## config.mk

```make
export PLATFORM = sky130hd
export DESIGN_NAME = bus_fabric
export DESIGN_NICKNAME = d
export VERILOG_FILES = /design/src/rtl/bus_pkg.sv /design/src/rtl/bus_arbiter.sv /design/src/rtl/bus_fabric.sv
export SDC_FILE = /design/constraint.sdc
export NUM_CORES = 1
export LEC_CHECK = 0
export BUFFER_PORTS_ARGS = -buffer_cell sky130_fd_sc_hd__buf_2
export CORE_AREA = 4 4 247 249
export DETAILED_ROUTE_END_ITERATION = 7
export DIE_AREA = 0 0 251 253
export PLACE_DENSITY = 0.36
export SLEW_MARGIN = 20
export SYNTH_ARGS = -nofsm -noshare
export SYNTH_HDL_FRONTEND = slang
export SYNTH_SLANG_ARGS = --single-unit
export TNS_END_PERCENT = 50
```

## constraint.sdc

```tcl
create_clock -name clk -period 2.3 [get_ports clk]
set_clock_uncertainty 0.2 [all_clocks]
set_input_delay 0.115 -clock clk [delete_from_list [all_inputs] [get_ports clk]]
set_output_delay 0.115 -clock clk [all_outputs]
set_load 0.05 [all_outputs]
```

## src/rtl/bus_pkg.sv

```systemverilog
// Shared bus fabric constants: default widths, master/slave counts, owner
// encoding and the position of the slave-index field in the word address.
package bus_pkg;
  localparam int ADDR_W_DEF = 30;
  localparam int DATA_W_DEF = 32;
  localparam int NUM_M      = 4;
  localparam int NUM_S      = 8;
  localparam int OWNER_W    = $clog2(NUM_M);
  localparam int SEL_W      = $clog2(NUM_S);

  typedef logic [OWNER_W-1:0] owner_t;
  localparam owner_t OWNER_RST = '0;

  // Slave index occupies the top SEL_W bits of the word address.
  function automatic logic [SEL_W-1:0] slave_sel(input logic [ADDR_W_DEF-1:0] addr);
    return addr[ADDR_W_DEF-1 -: SEL_W];
  endfunction
endpackage

```

## src/rtl/bus_arbiter.sv

```systemverilog
// Rotating-priority arbiter: owner keeps the bus while requesting; on release
// the next requester after the owner (mod NUM_M) wins on the following edge.
module bus_arbiter
  import bus_pkg::*;
(
  input  logic             clk,
  input  logic             reset,
  input  logic [NUM_M-1:0] req_n_i,
  output logic [NUM_M-1:0] grnt_n_o,
  output owner_t           owner_o
);
  owner_t owner_q, owner_d;
  owner_t cand;
  logic   found;

  always_comb begin
    owner_d = owner_q;
    cand    = '0;
    found   = 1'b0;
    if (req_n_i[owner_q]) begin
      for (int i = 1; i < NUM_M; i++) begin
        cand = owner_q + OWNER_W'(i);
        if (!found && !req_n_i[cand]) begin
          owner_d = cand;
          found   = 1'b1;
        end
      end
    end
  end

  always_ff @(posedge clk) begin
    if (reset) owner_q <= OWNER_RST;
    else       owner_q <= owner_d;
  end

  assign grnt_n_o = ~(NUM_M'(1) << owner_q);
  assign owner_o  = owner_q;
endmodule

```

## src/rtl/bus_fabric.sv

```systemverilog
// Four-master / eight-slave shared bus: arbiter picks the owner, the owner's
// signals drive the slave bus, top address bits select the slave.
// Build option BUS_CS_AS_GATE_EN: chip selects qualified by s_as_.
module bus_fabric
  import bus_pkg::*;
#(
  parameter int ADDR_W = ADDR_W_DEF,
  parameter int DATA_W = DATA_W_DEF
) (
  input  logic              clk,
  input  logic              reset,
  input  logic              m0_req_,
  input  logic              m1_req_,
  input  logic              m2_req_,
  input  logic              m3_req_,
  input  logic [ADDR_W-1:0] m0_addr,
  input  logic              m0_as_,
  input  logic              m0_rw,
  input  logic [DATA_W-1:0] m0_wr_data,
  input  logic [ADDR_W-1:0] m1_addr,
  input  logic              m1_as_,
  input  logic              m1_rw,
  input  logic [DATA_W-1:0] m1_wr_data,
  input  logic [ADDR_W-1:0] m2_addr,
  input  logic              m2_as_,
  input  logic              m2_rw,
  input  logic [DATA_W-1:0] m2_wr_data,
  input  logic [ADDR_W-1:0] m3_addr,
  input  logic              m3_as_,
  input  logic              m3_rw,
  input  logic [DATA_W-1:0] m3_wr_data,
  input  logic [DATA_W-1:0] s0_rd_data,
  input  logic              s0_rdy_,
  input  logic [DATA_W-1:0] s1_rd_data,
  input  logic              s1_rdy_,
  input  logic [DATA_W-1:0] s2_rd_data,
  input  logic              s2_rdy_,
  input  logic [DATA_W-1:0] s3_rd_data,
  input  logic              s3_rdy_,
  input  logic [DATA_W-1:0] s4_rd_data,
  input  logic              s4_rdy_,
  input  logic [DATA_W-1:0] s5_rd_data,
  input  logic              s5_rdy_,
  input  logic [DATA_W-1:0] s6_rd_data,
  input  logic              s6_rdy_,
  input  logic [DATA_W-1:0] s7_rd_data,
  input  logic              s7_rdy_,
  output logic [ADDR_W-1:0] s_addr,
  output logic              s_as_,
  output logic              s_rw,
  output logic [DATA_W-1:0] s_wr_data,
  output logic              s0_cs_,
  output logic              s1_cs_,
  output logic              s2_cs_,
  output logic              s3_cs_,
  output logic              s4_cs_,
  output logic              s5_cs_,
  output logic              s6_cs_,
  output logic              s7_cs_,
  output logic [DATA_W-1:0] m_rd_data,
  output logic              m_rdy_,
  output logic              m0_grnt_,
  output logic              m1_grnt_,
  output logic              m2_grnt_,
  output logic              m3_grnt_
);
  logic [NUM_M-1:0][ADDR_W-1:0] m_addr_a;
  logic [NUM_M-1:0][DATA_W-1:0] m_wdat_a;
  logic [NUM_M-1:0]             m_as_a, m_rw_a, req_n, grnt_n;
  logic [NUM_S-1:0][DATA_W-1:0] s_rdat_a;
  logic [NUM_S-1:0]             s_rdy_a, cs_n;
  logic [SEL_W-1:0]             sel;
  owner_t                       owner;

  assign m_addr_a = {m3_addr, m2_addr, m1_addr, m0_addr};
  assign m_wdat_a = {m3_wr_data, m2_wr_data, m1_wr_data, m0_wr_data};
  assign m_as_a   = {m3_as_, m2_as_, m1_as_, m0_as_};
  assign m_rw_a   = {m3_rw, m2_rw, m1_rw, m0_rw};
  assign req_n    = {m3_req_, m2_req_, m1_req_, m0_req_};
  assign s_rdat_a = {s7_rd_data, s6_rd_data, s5_rd_data, s4_rd_data,
                     s3_rd_data, s2_rd_data, s1_rd_data, s0_rd_data};
  assign s_rdy_a  = {s7_rdy_, s6_rdy_, s5_rdy_, s4_rdy_,
                     s3_rdy_, s2_rdy_, s1_rdy_, s0_rdy_};

  bus_arbiter u_arb (
    .clk      (clk),
    .reset    (reset),
    .req_n_i  (req_n),
    .grnt_n_o (grnt_n),
    .owner_o  (owner)
  );

  assign {m3_grnt_, m2_grnt_, m1_grnt_, m0_grnt_} = grnt_n;

  assign s_addr    = m_addr_a[owner];
  assign s_as_     = m_as_a[owner];
  assign s_rw      = m_rw_a[owner];
  assign s_wr_data = m_wdat_a[owner];

  assign sel = s_addr[ADDR_W-1 -: SEL_W];

`ifdef BUS_CS_AS_GATE_EN
  assign cs_n = s_as_ ? '1 : ~(NUM_S'(1) << sel);
`else
  assign cs_n = ~(NUM_S'(1) << sel);
`endif

  assign {s7_cs_, s6_cs_, s5_cs_, s4_cs_, s3_cs_, s2_cs_, s1_cs_, s0_cs_} = cs_n;

  assign m_rd_data = s_rdat_a[sel];
  assign m_rdy_    = s_rdy_a[sel];
endmodule

```

==> qor.csv <==
stage,metric,value,unit
status,violations,setup timing,
global_route,grt_overflow,0,
timing,fin_ws,-0.698,ns
setup_path,crit_path_max_incr_delay,0.66,ns
synth,syn-num-nets,901,
timing,fin_setup_tns,-22.51,ns
clock_network,path_clk_slew,0.03,ns
timing,min_period,3.00,ns
finish,drive_gt1_share,91.3,%
power,seqPwrFrac,0.5,%
synth,synth_cell_types,33,
power,power.switching,10.3,mW
clock_network,cts_buffer_depth,2,
synth,synth_common_cells,"69 x mux2_2, 67 x mux4_2, 52 x mux2i_1",
power,intPower,8.28,mW
synth,ys_ff_latch,2,
finish,fin_util,18.8,%
synth,synthTopCellsByArea,"mux4_2 37%, mux2_2 19%, mux2i_1 13%",
place,place_congestion,0.959,
drt,drtAntennaViolNets,0,
finish,seq_area,45.0,um^2
timing,slew_violations,0,
status,outcome,finished with violations,
drt,first_iter_violations,232,
setup_path,cp.arrival,2.68,ns
drt,drtPass1Iterations,4,
clock_network,numCtsBuffers,3,
drt,wirelength,40.6,mm
finish,multi_input_area,0.00477,mm^2
finish,layout.nets,1615,
global_route,grt_use_total,11.6,%
synth,synth_top_area_share,37.5,%
finish,synthToLayoutAreaGrowth,174,%
finish,n_fill_cell,6538,
floorplanning,top_level_ports,635,
finish,largest_register_ffs,2,
power,power_density,1680,mW/mm^2
power,power_leakage,5.03,nW
setup_path,rr_startpoint,u_arb.owner_o[1]$_SDFFE_PP0P_,
place,dpl_worst_slack,-0.648,ns
power,p_sw_share,55.3,%
floorplanning,die_height,253,um
timing,setup_violations,43,
synth,synth_edf_count,0,
synth,postSynth.asyncResetShare,0,%
synth,synthesis.area,0.00403,mm^2
timing,period_share,130,%
timing,relSlewSlack,68.9,%
setup_path,critPathSlowestCell,mux4_4,
min_path,hp-start,m3_req_,
drt,via_per_inst,3.61,
timing,finalHoldViolCount,0,
setup_path,cp_max_fo,6,
global_route,antenna_found_initial,3,
setup_path,cp_data_required_time,1.99,ns
place,hpwl,32.9,mm
floorplanning,core-area,0.0587,mm^2
timing,worst_pin_slew,0.453,ns
global_route,grt_pass1_wl,53.7,mm
synth,yosysWarnings,0,
run,drv_cap,0,
setup_path,crit_type,register to output port,
drt,dr_total_vias,6699,
place,dp.cells,1795,
timing,rsz0062_at_grt,true,
synth,synth_flop_cell,dfxtp_1,
clock_network,insertion_delay,0.23,ns
floorplanning,start_util,6.87,%
clock_network,numClockSinks,2,
global_route,grt_pass1_vias,7464,
place,port-buffer-count,634,
setup_path,start_kind,register,
global_route,grt_max_degree,51,
clock_network,clockRootBuffer,clkbuf_16,
floorplanning,fp.dieW,251,um
power,power_frac_comb,98.0,%
synth,yosys.area.top_type,mux4_2,
setup_path,critPathCaptureType,output port,
clock_network,cts_htree_levels,1,
power,ir_drop,0.944,mV
setup_path,crit_top_cell,buf_4,
finish,fin_cells,1858,
setup_path,critical_path.cell_chain,mux4_4 > buf_4 > buf_8 > buf_16 > mux2_4 > a222oi_1 > buf_4 > mux2i_4 > buf_6,
synth,synth_most_common_cell,mux2_2,
synth,syn-instance-count,371,
synth,syn_area_per_cell,10.9,um^2
synth,yosysSeqAreaShare,0.994,%
min_path,hold_path.class,primary input to register,
timing,fmax,0.334,GHz
floorplanning,die-area,0.0635,mm^2
clock_network,cts_tree,done,
setup_path,cp-startpoint,u_arb.owner_o[0]$_SDFFE_PP0P_,
drt,drc,0,
power,clkPwrFrac,1.5,%
floorplanning,rows,89,
drt,avgRoutedWirePerCell,21.9,um
## area by class of cell
class,instances,share of cell area [%]
Inverter,8,0.317
Timing Repair Buffer,755,46.6
Multi-Input combinational cell,315,43.2
Tap cell,773,8.76
Antenna cell,1,0.0227
Clock buffer,4,0.714
Sequential cell,2,0.408
## layout by cell type (no fill, tap or decap), drive strengths merged, types with 2 or more instances in the layout
cell type and instances:
inv 8, bufbuf 5, a21oi 8, dfxtp 2, nand2 20, o22ai 23, mux2 74, nand2b 3
o21ai 2, mux2i 52, mux4 67, a32oi 5, a222oi 5, buf 746, ha 4, a221oi 28
nor2 2, nand3 2, nor3 3, nor2b 5, clkbuf 7, a22oi 5
## worst max-delay path: cells and delay by family (launching register included)
kind / cells / cell delay, ns
buffers and inverters: 5 / 0.77
AOI/OAI and AO/OA: 1 / 0.30
DFF: 1 / 0.36
muxes: 3 / 1.00
## cell families after synthesis
kind of cell               Yosys count  synth area share (%)
muxes                              193                  71.5
AOI/OAI and AO/OA                   79                  14.8
buffers and inverters               54                  6.77
and+or+nand+nor                     39                  4.66
adders and majority gates            4                  1.24
DFF                                  2                 0.994
## metal layers
metal	vias to the layer above	global-route usage, %	part of all wire, %
met2	406	22.8	54
li1	3029	-	-
met3	38	2.62	7.6
met5	-	0	0.084
met4	4	2.31	2.3
met1	3222	12.7	36
## timing repair
action                                  in CTS  in global routing
pin swaps                                   21                 12
endpoints found under the hold margin        2                  0
hold buffers                                 1                  0
gates cloned                                14                  3
endpoints found under the setup margin      95                 54
resized for setup                          188                 57
buffers inserted                            38                 10
## power by group through the flow
stage	combinational [mW]	sequential (mW)	clock (mW)
2_1_floorplan	10.1	0.0807	0
3_3_place_gp	14.2	0.102	0
3_5_place_dp	14.2	0.103	0
4_1_cts	17.9	0.0914	0.275
5_1_grt	19.0	0.0986	0.279
6_report	18.2	0.0979	0.274
## path summary, 6_finish.rpt
path / endpoint / slack, ns / cells past startpoint
worst min register to register: u_arb.owner_o[1]$_SDFFE_PP0P_ / 0.60 / 3
worst max-delay path: m_rd_data[26] / -0.70 / 9
worst min-delay path: u_arb.owner_o[1]$_SDFFE_PP0P_ / 0.22 / 4
worst max register to register: u_arb.owner_o[1]$_SDFFE_PP0P_ / 0.06 / 6
## through the flow
stage                     instance area [um^2]  hold WS [ns]  power (mW)
after floorplan                           4650       -0.0159        10.2
after global placement                    9120        0.0911        14.3
after detailed placement                  9120         0.104        14.3
after CTS                                10700         0.231        18.2
after global routing                     11000         0.273        19.3
final                                    11000         0.221        18.5
No activity file was read; power rests on OpenSTA's default activity.
